File: config.mk
export PLATFORM = sky130hd
export DESIGN_NAME = baud_rate_ctrl
export DESIGN_NICKNAME = d
export VERILOG_FILES = /design/src/rtl/baud_rate_ctrl.sv
export SDC_FILE = /design/constraint.sdc
export NUM_CORES = 1
export LEC_CHECK = 0
export BUFFER_PORTS_ARGS = -buffer_cell sky130_fd_sc_hd__buf_2
export CAP_MARGIN = 20
export CORE_MARGIN = 4
export CORE_UTILIZATION = 55
export CTS_CLUSTER_DIAMETER = 50
export DETAILED_ROUTE_END_ITERATION = 10
export HOLD_SLACK_MARGIN = 0.12
export PLACE_DENSITY_LB_ADDON = 0.08
export SYNTH_ARGS = -nofsm -noshare
export SYNTH_HDL_FRONTEND = slang
export SYNTH_SLANG_ARGS = --single-unit
File: constraint.sdc
create_clock -name clk -period 5.5 [get_ports clk]
set_input_delay 1.1 -clock clk [delete_from_list [all_inputs] [get_ports clk]]
set_output_delay 1.1 -clock clk [all_outputs]
set_load 0.02 [all_outputs]
File: src/rtl/baud_rate_ctrl.sv
// Baud generator reconfiguration sequencer: waits for an idle transmitter, writes the
// 16-bit divisor as two back-to-back byte writes, then confirms ticks under a timeout.
module baud_rate_ctrl #(
  parameter int SETTLE_TICKS = 2,
  parameter int TIMEOUT_CYC  = 2048,
  parameter int IDLE_TIMEOUT = 65535
) (
  input  logic        clk,
  input  logic        rst,
  input  logic        req,
  input  logic        use_custom,
  input  logic [1:0]  rate_sel,
  input  logic [15:0] custom_div,
  input  logic        tx_busy,
  input  logic        transmit_baud,
  output logic        baud_write_en,
  output logic        baud_write_location,
  output logic [7:0]  baud_generator_write_line,
  output logic        busy,
  output logic        done,
  output logic        err,
  output logic [15:0] cur_div
);

  localparam int TO_W   = $clog2(TIMEOUT_CYC + 1);
  localparam int WAIT_W = $clog2(IDLE_TIMEOUT + 1);
  localparam int TICK_W = $clog2(SETTLE_TICKS + 1);
  localparam logic [15:0] RESET_DIV = 16'd326;

  typedef enum logic [2:0] {IDLE, WAIT_IDLE, WR_LOW, WR_HIGH, SETTLE} state_t;

  state_t            state, state_nxt;
  logic [15:0]       pend_div, pend_nxt, cur_nxt, table_div, sel_div;
  logic [WAIT_W-1:0] wait_cnt, wait_nxt;
  logic [TICK_W-1:0] tick_cnt, tick_nxt, tick_sum;
  logic [TO_W-1:0]   to_cnt, to_nxt, to_sum;
  logic              we_nxt, loc_nxt, busy_nxt, done_nxt, err_nxt;
  logic [7:0]        line_nxt;

  always_comb begin
    case (rate_sel)
      2'd0:    table_div = 16'd651;
      2'd1:    table_div = 16'd326;
      2'd2:    table_div = 16'd163;
      default: table_div = 16'd81;
    endcase
    sel_div  = use_custom ? custom_div : table_div;
    tick_sum = tick_cnt + TICK_W'(transmit_baud);
    to_sum   = to_cnt + 1'b1;
  end

  always_comb begin
    state_nxt = state;
    pend_nxt  = pend_div;
    cur_nxt   = cur_div;
    wait_nxt  = wait_cnt;
    tick_nxt  = tick_cnt;
    to_nxt    = to_cnt;
    done_nxt  = 1'b0;
    err_nxt   = 1'b0;
    case (state)
      IDLE: begin
        if (req) begin
          pend_nxt = sel_div;
          wait_nxt = '0;
          if (sel_div == 16'd0) err_nxt = 1'b1;
          else                  state_nxt = WAIT_IDLE;
        end
      end
      WAIT_IDLE: begin
        if (!tx_busy) begin
          state_nxt = WR_LOW;
        end else if (wait_cnt == WAIT_W'(IDLE_TIMEOUT - 1)) begin
          err_nxt   = 1'b1;
          state_nxt = IDLE;
        end else begin
          wait_nxt = wait_cnt + 1'b1;
        end
      end
      WR_LOW: state_nxt = WR_HIGH;
      WR_HIGH: begin
        state_nxt = SETTLE;
        cur_nxt   = pend_div;
        tick_nxt  = '0;
        to_nxt    = '0;
      end
      SETTLE: begin
        tick_nxt = tick_sum;
        to_nxt   = to_sum;
        // A tick arriving on the timeout cycle still counts as success.
        if (tick_sum >= TICK_W'(SETTLE_TICKS)) begin
          done_nxt  = 1'b1;
          state_nxt = IDLE;
        end else if (to_sum >= TO_W'(TIMEOUT_CYC)) begin
          err_nxt   = 1'b1;
          state_nxt = IDLE;
        end
      end
      default: state_nxt = IDLE;
    endcase

    busy_nxt = (state_nxt != IDLE);
    we_nxt   = (state_nxt == WR_LOW) || (state_nxt == WR_HIGH);
    loc_nxt  = (state_nxt == WR_HIGH);
    if (state_nxt == WR_LOW)       line_nxt = pend_nxt[7:0];
    else if (state_nxt == WR_HIGH) line_nxt = pend_nxt[15:8];
    else                           line_nxt = 8'd0;
  end

  // Outputs are registered from next-state decode so they line up with the state.
  always_ff @(posedge clk or posedge rst) begin
    if (rst) begin
      state                     <= IDLE;
      pend_div                  <= 16'd0;
      cur_div                   <= RESET_DIV;
      wait_cnt                  <= '0;
      tick_cnt                  <= '0;
      to_cnt                    <= '0;
      baud_write_en             <= 1'b0;
      baud_write_location       <= 1'b0;
      baud_generator_write_line <= 8'd0;
      busy                      <= 1'b0;
      done                      <= 1'b0;
      err                       <= 1'b0;
    end else begin
      state                     <= state_nxt;
      pend_div                  <= pend_nxt;
      cur_div                   <= cur_nxt;
      wait_cnt                  <= wait_nxt;
      tick_cnt                  <= tick_nxt;
      to_cnt                    <= to_nxt;
      baud_write_en             <= we_nxt;
      baud_write_location       <= loc_nxt;
      baud_generator_write_line <= line_nxt;
      busy                      <= busy_nxt;
      done                      <= done_nxt;
      err                       <= err_nxt;
    end
  end

endmodule

==> key figures <==
Status
  • Status: completed

Yosys
  • Mapped Area: 0.003650 sq mm
  • Cell count after synthesis: 344
  • Seq/Total Area, Yosys: 0.5362
  • Distinct cells, synth: 51
  • Syn Nets: 372
  • YS warnings: 0
  • Ys async rst share: 1.000
  • Synth Flop Type: dfrtp_1
  • EDFF count, synth: 0
  • Yosys reg bits: 78
  • Synthesized area per cell: 10.61 sq um

Floorplanning
  • CORE AREA: 0.006386 sq mm
  • Die W: 89.46 microns
  • Initial Utilization: 0.5715
  • Chip height: 89.46 microns
  • # IOs: 53
  • FP Rows: 29
  • Die ar.: 0.008003 sq mm

Finish
  • Nets: 427
  • Syn-to-layout area delta: 15.43%
  • Ant diodes: 0
  • Post-Layout Cell Count: 481
  • Layout cell share with drive strength beyond 1: 0.2624

Detailed routing
  • Final ANT Viol Nets: 0
  • DR pass1 iterations: 4
  • Via count: 2831
  • Initial DRC count: 162
  • Wire length per cell: 16.32 microns
  • Final WL: 7848 microns
  • DRC Markers: 0
  • Via density: 5.886

Worst setup path
  • CP max stage cell: nor4_4
  • Worst Path Max Fanout: 15
  • Critical path class: register to register
  • Critical Path Start: state[2]
  • FF-to-FF setup slack: 3.19 ns
  • Largest stage delay, worst path: 0.63 ns
  • Critical-path cell list: or3b_4 > nor4_4 > a21oi_1 > a221oi_1
  • Worst R2R Path Depth: 4
  • R2r startpoint: state[2]
  • Worst reg2reg path endpoint: wait_cnt[7]
  • Buf/Inv on CP: 0
  • Worst EP arrival: 2.56 ns
  • Crit. End Element: register
  • CP Launch Type: register
  • Cell family with most CP delay: simple AND/OR/NAND/NOR gates
  • Data required, critical path: 5.75 ns

Clock network
  • Root buf cell: clkbuf_8
  • Clock Pin Slew Worst Setup and Hold Paths: 0.08 ns
  • Worst-skew pair later-pin latency: 0.35 ns
  • Clk sinks: 78
  • Resize count post-CTS: 0
  • CTS tree: done
  • CTS Hold Buffers Added: 0
  • Post-CTS setup buffers: 0
  • Num CTS Buffers: 9
  • CTS H-tree lvls: 3
  • Longest Clk Path Bufs: 2

Placed design
  • Dpl ws: 2.918 ns
  • Dpl hpwl: 5682 microns
  • Placed cell count: 465
  • PortBufs: 52
  • RePlAce Congestion: 0.8671

Pwr
  • Combinational share of power: 0.325
  • Total Power: 1908 uW
  • Cell internal pwr: 1203 uW
  • Clock share of power: 0.233
  • Switch share: 0.3693
  • Leakage power: 0.002013 uW
  • Pwr dens: 452.9 mW/mm^2
  • Net switching power: 704.5 uW
  • Peak VDD IR: 0.2550 mV
  • Sequential fraction of design power: 0.441

Global routing
  • Total GRT Usage: 0.2158
  • GRT Residual Overflow: 0
  • Antenna violations before repair: 0
  • Vias in the first global route: 2783
  • Largest net degree at the start of global routing: 41
  • First-pass GRT wire length: 13080 microns

STA
  • Slew HR: 0.4986
  • Worst slew pin tran: 0.7494 ns
  • Achievable Freq: 432.2 MHz
  • Final hold vios: 0
  • Min setup slack post-route: 3.186 ns
  • RSZ-0062 raised after global routing: no
  • Period utilization: 0.4207
  • Setup violations, final: 0
  • Layout Skew: 0.008757 ns
  • Final Critical Period: 2.314 ns
  • TNS Setup: 0 ns
  • Pins over their slew limit: 0

Hold path
  • Hold path cells: 1
  • Hold Crit Class: register to register
  • Worst Hold Launch: to_cnt[8]
  • Hold Path End: to_cnt[8]

Job
  • Maxcap violations: 0
-- layout by cell type, fill, tap and decap left out, types with 2 or more instances in the layout --
master,count
clkbuf_8,10
nor4_1,3
buf_4,6
dfstp_2,4
mux2_2,19
nor2b_1,2
or4_1,6
a22o_1,10
nor3_1,7
and3_1,4
o21ai_0,19
nand2b_1,6
nor2_1,13
nor3b_1,4
and4_1,2
nand2_1,46
o211ai_1,3
nand4_1,14
and2_1,2
buf_2,52
or3_1,2
clkinv_4,2
a211oi_1,3
o31ai_1,7
inv_1,6
mux2i_1,11
xnor2_1,2
a21oi_1,17
nand3_1,18
ha_1,4
dfrtp_1,74
-- power groups by stage --
stage	logic, uW	registers [uW]	clock network [uW]
2_1_floorplan	370	909	0
3_3_place_gp	610	851	0
3_5_place_dp	626	856	0
4_1_cts	629	843	454
5_1_grt	694	865	481
6_report	620	842	445
-- Yosys cell counts (3+ instances only) --
library cell  number  area (sq um)
or4_1              6         45.04
ha_1               4         50.05
clkbuf_1          10         37.54
mux2i_1           11         110.1
nand2b_1           6         37.54
dfrtp_1           74          1852
o31ai_1            7         52.55
nor3b_1            4         30.03
and3_1             4         25.02
mux2_2            19         214.0
nand3_1           18         90.09
a21oi_1           17         85.08
a211oi_1           3         22.52
o21ai_0           19         95.09
nand2_1           46         172.7
a22o_1            10         87.58
nand4_1           14         87.58
inv_1              7         26.28
nor2_1            13         48.80
dfstp_2            4         105.1
o211ai_1           3         22.52
nor4_1             3         18.77
nor3_1             7         35.03
buf_2              3         15.01
-- flip-flops by register name, indices dropped and copies added (netlist names), 2 cells and up --
name,cells
tick_cnt,2
wait_cnt,16
baud_generator_write_line,8
state,3
pend_div,16
to_cnt,12
cur_div,16
-- layer usage --
metal / share of wire / track usage / vias to the layer above
met4: 0.0065 / 0.07172 / 0
met3: 0.062 / 0.05069 / 5
li1: - / - / 1384
met1: 0.47 / 0.2977 / 1364
met2: 0.46 / 0.3376 / 78
met5: 0 / 0 / -
-- logic make-up after synthesis --
| logic type | after synthesis | share of synthesized area |
|---|---|---|
| AO/OA/AOI/OAI | 68 | 0.1220 |
| XOR/XNOR | 3 | 0.007200 |
| adder cells (fa/ha/maj) | 4 | 0.01371 |
| buffers and inverters | 22 | 0.02674 |
| flip-flops | 78 | 0.5362 |
| multiplexers | 30 | 0.08879 |
| AND/OR/NAND/NOR | 139 | 0.2054 |
-- area by class of cell --
type | instances | area (sq um)
clock inverter | 6 | 68.82
inverter | 7 | 26.28
timing repair buffer | 59 | 325.3
fill | 522 | 2173
clock buffer | 10 | 137.6
tap | 77 | 96.34
multi-input combinational | 244 | 1602
sequential | 78 | 1957
-- per-stage QoR --
stage                     instance area [sq um]    util  hold WS, ns
after floorplan                            3650       -       0.4451
after global placement                     3986  0.6242       0.4615
after detailed placement                   4006  0.6274       0.4721
after CTS                                  4213  0.6597       0.4836
after global routing                       4213  0.6597       0.5172
final                                      4213  0.6597       0.4862
-- how the worst max path moves through the flow --
stage	endpoint	slack, ns	depth (start not counted)
global placement	wait_cnt[11]	2.97	5
floorplan	baud_generator_write_line[0]	2.41	1
CTS	wait_cnt[7]	3.18	4
finish	wait_cnt[7]	3.19	4
global route	wait_cnt[7]	2.92	4
detailed placement	wait_cnt[11]	2.92	5
(Power assumes the default switching activity.)
